==> src/rtl/pipelined_barrel_shifter.sv <==
// Pipelined barrel shifter: LSL / LSR / ASR / ROR with valid/ready on both sides.
// One binary shift stage is registered per cycle, so latency is $clog2(WIDTH) cycles.
// Optional sticky output (OR of bits shifted out for LSR/ASR) is built only when the
// macro BARREL_SHIFTER_STICKY_EN is defined; otherwise out_sticky is tied to 0.
module pipelined_barrel_shifter #(
  parameter int WIDTH = 16,
  localparam int SHW = $clog2(WIDTH),
  localparam int CW  = SHW + 1
) (
  input  logic             clk,
  input  logic             reset,
  input  logic             in_valid,
  output logic             in_ready,
  input  logic [WIDTH-1:0] in_data,
  input  logic [CW-1:0]    shift_count,
  input  logic [1:0]       mode,
  output logic             out_valid,
  input  logic             out_ready,
  output logic [WIDTH-1:0] out_data,
  output logic             out_sticky
);

  localparam logic [1:0] MODE_LSL = 2'b00;
  localparam logic [1:0] MODE_LSR = 2'b01;
  localparam logic [1:0] MODE_ASR = 2'b10;

  // Shift d by a fixed amount in the requested mode; ASR replicates the current MSB,
  // which is the sign captured at input because arithmetic shifts never change it.
  function automatic logic [WIDTH-1:0] shift_data(input logic [WIDTH-1:0] d,
                                                  input logic [1:0] m, input int amt);
    logic signed [WIDTH-1:0] sd;
    sd = d;
    case (m)
      MODE_LSL: return d << amt;
      MODE_LSR: return d >> amt;
      MODE_ASR: return $unsigned(sd >>> amt);
      default:  return (d >> amt) | (d << (WIDTH - amt));
    endcase
  endfunction

`ifdef BARREL_SHIFTER_STICKY_EN
  // Bits that fall off the bottom of a right shift; left shift and rotate lose nothing.
  function automatic logic shift_sticky(input logic [WIDTH-1:0] d,
                                        input logic [1:0] m, input int amt);
    if (m == MODE_LSR || m == MODE_ASR) return |(d & ~({WIDTH{1'b1}} << amt));
    else return 1'b0;
  endfunction

  logic [SHW-1:0] sticky_p;
  logic [SHW-1:0] sticky_n;
  logic           front_sticky;
`endif

  logic             en;
  logic [SHW-1:0]   vld_p;
  logic [WIDTH-1:0] data_p [SHW];
  logic [WIDTH-1:0] data_n [SHW];
  logic [SHW-1:0]   cnt_p  [SHW-1];
  logic [SHW-1:0]   cnt_n  [SHW-1];
  logic [1:0]       mode_p [SHW-1];
  logic [1:0]       mode_n [SHW-1];
  logic [WIDTH-1:0] front_data;
  logic [SHW-1:0]   front_cnt;

  // The whole pipe moves together whenever the output slot is free or being drained.
  assign en        = !out_valid || out_ready;
  assign in_ready  = en;
  assign out_valid = vld_p[SHW-1];
  assign out_data  = data_p[SHW-1];
`ifdef BARREL_SHIFTER_STICKY_EN
  assign out_sticky = sticky_p[SHW-1];
`else
  assign out_sticky = 1'b0;
`endif

  // Over-range override: a count >= WIDTH saturates LSL/LSR/ASR and wraps for ROR.
  always_comb begin
    front_data = in_data;
    front_cnt  = shift_count[SHW-1:0];
`ifdef BARREL_SHIFTER_STICKY_EN
    front_sticky = 1'b0;
`endif
    if (shift_count[CW-1]) begin
      case (mode)
        MODE_LSL: begin
          front_data = '0;
          front_cnt  = '0;
        end
        MODE_LSR: begin
          front_data = '0;
          front_cnt  = '0;
`ifdef BARREL_SHIFTER_STICKY_EN
          front_sticky = |in_data;
`endif
        end
        MODE_ASR: begin
          front_data = {WIDTH{in_data[WIDTH-1]}};
          front_cnt  = '0;
`ifdef BARREL_SHIFTER_STICKY_EN
          front_sticky = |in_data;
`endif
        end
        default: ;
      endcase
    end
  end

  for (genvar k = 0; k < SHW; k++) begin : g_stage
    localparam int AMT = 1 << (SHW - 1 - k);
    logic [WIDTH-1:0] src_d;
    logic [1:0]       src_m;
    logic             shift_en;
`ifdef BARREL_SHIFTER_STICKY_EN
    logic             src_s;
`endif

    if (k == 0) begin : g_first
      assign src_d    = front_data;
      assign src_m    = mode;
      assign shift_en = front_cnt[SHW-1];
      assign cnt_n[0] = front_cnt;
`ifdef BARREL_SHIFTER_STICKY_EN
      assign src_s    = front_sticky;
`endif
    end else begin : g_rest
      assign src_d    = data_p[k-1];
      assign src_m    = mode_p[k-1];
      assign shift_en = cnt_p[k-1][SHW-1-k];
      if (k < SHW - 1) begin : g_fwd
        assign cnt_n[k] = cnt_p[k-1];
      end
`ifdef BARREL_SHIFTER_STICKY_EN
      assign src_s    = sticky_p[k-1];
`endif
    end

    if (k < SHW - 1) begin : g_mode
      assign mode_n[k] = src_m;
    end

    assign data_n[k] = shift_en ? shift_data(src_d, src_m, AMT) : src_d;
`ifdef BARREL_SHIFTER_STICKY_EN
    assign sticky_n[k] = src_s | (shift_en & shift_sticky(src_d, src_m, AMT));
`endif
  end

  // Pipeline registers: all stages advance on en, everything clears on reset.
  always_ff @(posedge clk or posedge reset) begin
    if (reset) begin
      vld_p <= '0;
      for (int k = 0; k < SHW; k++) data_p[k] <= '0;
      for (int k = 0; k < SHW - 1; k++) begin
        cnt_p[k]  <= '0;
        mode_p[k] <= '0;
      end
`ifdef BARREL_SHIFTER_STICKY_EN
      sticky_p <= '0;
`endif
    end else if (en) begin
      vld_p <= {vld_p[SHW-2:0], in_valid};
      for (int k = 0; k < SHW; k++) data_p[k] <= data_n[k];
      for (int k = 0; k < SHW - 1; k++) begin
        cnt_p[k]  <= cnt_n[k];
        mode_p[k] <= mode_n[k];
      end
`ifdef BARREL_SHIFTER_STICKY_EN
      sticky_p <= sticky_n;
`endif
    end
  end

endmodule

==> config.mk <==
export PLATFORM = sky130hd
export DESIGN_NAME = pipelined_barrel_shifter
export DESIGN_NICKNAME = d
export VERILOG_FILES = /design/src/rtl/pipelined_barrel_shifter.sv
export SDC_FILE = /design/constraint.sdc
export NUM_CORES = 1
export LEC_CHECK = 0
export ABC_AREA = 1
export CAP_MARGIN = 30
export CORE_ASPECT_RATIO = 2
export CORE_MARGIN = 3
export CORE_UTILIZATION = 52
export CTS_CLUSTER_SIZE = 10
export DETAILED_ROUTE_END_ITERATION = 16
export MAX_ROUTING_LAYER = met4
export PLACE_DENSITY = 0.75
export SLEW_MARGIN = 40
export SYNTH_ARGS = -nofsm -noshare
export SYNTH_HDL_FRONTEND = slang
export SYNTH_SLANG_ARGS = --single-unit
export TNS_END_PERCENT = 50
==> constraint.sdc <==
create_clock -name clk -period 2.5 [get_ports clk]
set_input_delay 0.5 -clock clk [delete_from_list [all_inputs] [get_ports clk]]
set_output_delay 0.5 -clock clk [all_outputs]
set_load 0.01 [all_outputs]
* Yosys cells after proc, flatten, opt, wreduce, memory -nomap -nowiden
Cells that the tools add are included.
** Word-level totals
- Register bits after elaboration :: 80
- Bits of input ports :: 27
** Operators by class
- Multiplexer cells :: 12
- Reductions and logical operators :: 8
- Equality and inequality tests :: 8
- Bitwise gates (word level) :: 4
** Operators by type and width (number)
- one-hot mux 16 bit (3 select lines) :: 4
- two-way mux 16 bit :: 5
- one-hot mux 16 bit (2 select lines) :: 1
- OR 12 x 16 -> 16 bit :: 1
- OR 14 x 16 -> 16 bit :: 1
- OR 15 x 16 -> 16 bit :: 1
- OR 8 x 16 -> 16 bit :: 1
- equality test 2 x 1 -> 1 bit, second input constant :: 4
- equality test 2 bit, second input constant :: 4
- logical NOT 2 bit :: 4
- two-way mux 4 bit :: 2
- OR reduction 3 bit :: 1
- OR reduction 2 bit :: 1
- logical NOT 1 bit :: 1
- logical OR 1 bit :: 1

* Longest topological paths before layout
- Depth in word-level cells :: 7
- Gate-level depth with buffers :: 9
- Depth with buffers taken out :: 8

* Least setup slack after synthesis
OpenSTA, ideal clock, no wires.
- Path type :: input -> output
- Start point :: in out_ready
- End point :: out in_ready
- Arrival time :: 1.077 ns
- Stages on the path :: 5
- Path slack :: 0.923 ns
- Cells stage by stage :: nor2_4 inv_2 buf_2 buf_6 buf_6
** On the way
- Longest elaborated chain between the ends :: 1
** RTL lines
- start: declaration :: RTL line 18 : input logic out_ready,
- logical OR 1 bit :: RTL line 66 : assign en = !out_valid || out_ready;
- end: declaration :: RTL line 13 : output logic in_ready,
No other way between the ends.

* Worst setup path after layout
Same ends and word-level chain as after synthesis.

==> reports/results.ini <==
[clock_network]
clkSinkCount = 80
clockBufferDepth = 2
hold_buffers = 0
clkLatencyLatePin_ns = 0.34
htreeDepth = 3
cts_tree = done
path_clk_slew_ns = 0.06
cts_setup_buffers = 0
post_cts_resized = 0
clockRootBuffer = clkbuf_16
cts_buffers = 9

[global_route]
antenna_found_initial = 0
grt_pass1_vias = 3966
gr-total-overflow = 0
grt_max_degree = 119
grt_usage_pct = 22.1
grt_pass1_wl_um = 16700

[power_and_ir_drop]
p_seq_share_pct = 37.3
switchingPower_mw = 2.51
p_clk_share_pct = 21.1
swShare_pct = 40.2
comb_power_share_pct = 41.6
peakVddDrop_mv = 0.980
p_int_mw = 3.74
power.density_nw_per_um2 = 1200
leakage_nw = 2.63

[synthesis]
ys_ff_latch = 80
synth_top_area_share_pct = 44.9
netlist_area_um2 = 4460
ys_top_cells_by_area = dfrtp_1 45%, nand2_1 20%, nand3_1 7.9%, a31oi_1 5.8%, inv_1 5.3%
yosysUniqueCellTypes = 20
synth_warnings = 0
syn_nets = 664
yosysSeqAreaShare_pct = 44.9
avgSynthCellArea_um2 = 7.00
post-synth-top-area-cell = dfrtp_1
syn_inst = 637

[routing]
num_vias = 4044
vias_per_cell = 5.29
drt_first_pass_iters = 4
wl_per_cell_um = 13.1
routed_wl_um = 10000
initialDrtViolationCount = 233
ant_nets = 0
drc = 0

[critical_path]
crit_path_start_kind = input pin
crit_required_ns = 2.00
critPathArrivalTime_ns = 1.71
endpoint = in_ready
critPathMostFrequentCell = clkdlybuf4s50_1
reg2reg_from = g_stage[2].src_m[0]
slowest_stage = clkdlybuf4s50_1
cp-end-kind = primary output
reg2reg_to = g_stage[3].src_d[3]
r2r_cells = 4
critPathLaunch = out_ready
ff2ff_setup_slack_ns = 0.94
max_stage_delay_ns = 0.49
cp_cell_sequence = clkdlybuf4s50_1 -> nor2_4 -> clkinv_2 -> clkdlybuf4s50_1
critPathKind = input pin to primary output
worst-path-max-fanout = 2

[die]
start_util_pct = 53.7
core_um2 = 8290
ios = 46
die_h_um = 137
fp.dieArea_um2 = 9780
rows = 47
die_w_um = 71.5

[timing]
tns_ns = 0
worst_slew_pin_slew_ns = 0.794
hold_viol_final = 0
period_needed_ns = 2.21
rsz0062_at_grt = no
relSlewSlack_pct = 46.9
setup_viol = 0
maxSlewViolCount = 0
fmaxAchievable_mhz = 453
finalCritPeriodShare_pct = 88.3
skew_ns = 0.00555

[outcome]
outcome = complete, no violations

[flow_run]
max_cap_viol_count = 0

[min_path]
min-delay-start = vld_p[2]
hold_class = flip-flop to flip-flop

[placed_design]
port_buffers = 44
post-dp-hpwl_um = 7140
gp_congestion = 0.839
dpl_cell_area_um2 = 4890

[cells_and_area]
drive_gt1_share_pct = 4.50
mostFrequentLayoutCells = 242 x nand2_1, 80 x dfrtp_1, 70 x nand3_1
area_growth_pct = 16.5
final_common_cell = nand2_1
diodes = 0
nNetsFinal = 689
multi_input_area_um2 = 2000
n_fill_cell = 733
fin_area_um2 = 5190
layout.area.seq_um2 = 2000

-- how the worst min path moves through the flow --
stage | to | slack [ns] | cells after the start
6_report | vld_p[3] | 0.46 | 2
5_1_grt | vld_p[3] | 0.48 | 2
4_1_cts | vld_p[3] | 0.46 | 2
2_1_floorplan | vld_p[3] | 0.42 | 2
3_5_place_dp | vld_p[3] | 0.45 | 2
3_3_place_gp | vld_p[3] | 0.43 | 2
-- cell type report --
cell class,instances,share of cell area (%)
repair buffers,51,9.98
well taps,98,2.36
clock buffers,13,5.01
clock inverters,3,0.771
flip-flops and latches,80,38.6
inverters,66,4.87
multi-input cells,454,38.5
-- registers in the layout, indices dropped and copies added (netlist names) --
register,flops
g_stage.src_d,48
out_data,16
g_stage.src_m,6
cnt_p,1
vld_p,4
cnt_n,5
-- per-layer routing --
metal,GRT usage [%],up-vias,share of wire (%)
li1,-,2076,-
met1,19.3,1850,36
met2,42.2,91,58
met3,3.01,27,2.9
met4,14.4,0,3.9
met5,-,-,0
-- per-stage QoR --
step           utilization, %  cells  hold WS (ns)  power [mW]  worst slack, ns
3_3_place_gp             59.0    749         0.429        4.82            0.255
2_1_floorplan               -    637         0.419        4.14            0.923
4_1_cts                  62.6    765         0.462        6.25            0.268
3_5_place_dp             59.0    749         0.446        4.92            0.274
6_report                 62.6    765         0.456        6.25            0.291
5_1_grt                  62.6    765         0.480        6.73            0.237
-- power groups by stage --
| stage | clock (mW) | sequential, mW | combinational, mW |
|---|---|---|---|
| 2_1_floorplan | 0 | 2.27 | 1.87 |
| 3_3_place_gp | 0 | 2.32 | 2.50 |
| 3_5_place_dp | 0 | 2.35 | 2.57 |
| 4_1_cts | 1.33 | 2.33 | 2.58 |
| 5_1_grt | 1.37 | 2.42 | 2.95 |
| 6_report | 1.32 | 2.33 | 2.60 |
-- cell families (layout without fill, tap and decap cells) --
group,Yosys count,after routing,synth area share (%)
AOI/OAI and AO/OA,87,87,10.9
buffers and inverters,103,133,10.3
DFF,80,80,44.9
other,1,1,0.0841
and+or+nand+nor,366,366,33.8
-- synthesized netlist by cell type --
| master | n |
|---|---|
| nand4_1 | 2 |
| nor2_4 | 3 |
| inv_2 | 2 |
| buf_6 | 4 |
| nand2_4 | 2 |
| clkinv_1 | 1 |
| clkbuf_1 | 4 |
| a31oi_1 | 41 |
| dfrtp_1 | 80 |
| nand2_2 | 1 |
| buf_1 | 2 |
| conb_1 | 1 |
| nor2_1 | 46 |
| a21oi_1 | 8 |
| inv_1 | 63 |
| o21ai_0 | 38 |
| buf_2 | 24 |
| buf_4 | 3 |
| nand3_1 | 70 |
| nand2_1 | 242 |
-- worst max-delay path, delay by kind of cell --
kind | cells | cell delay [ns]
buffers and inverters | 3 | 1.04
AND/OR/NAND/NOR | 1 | 0.17
Power figures use the tool's default switching activity.
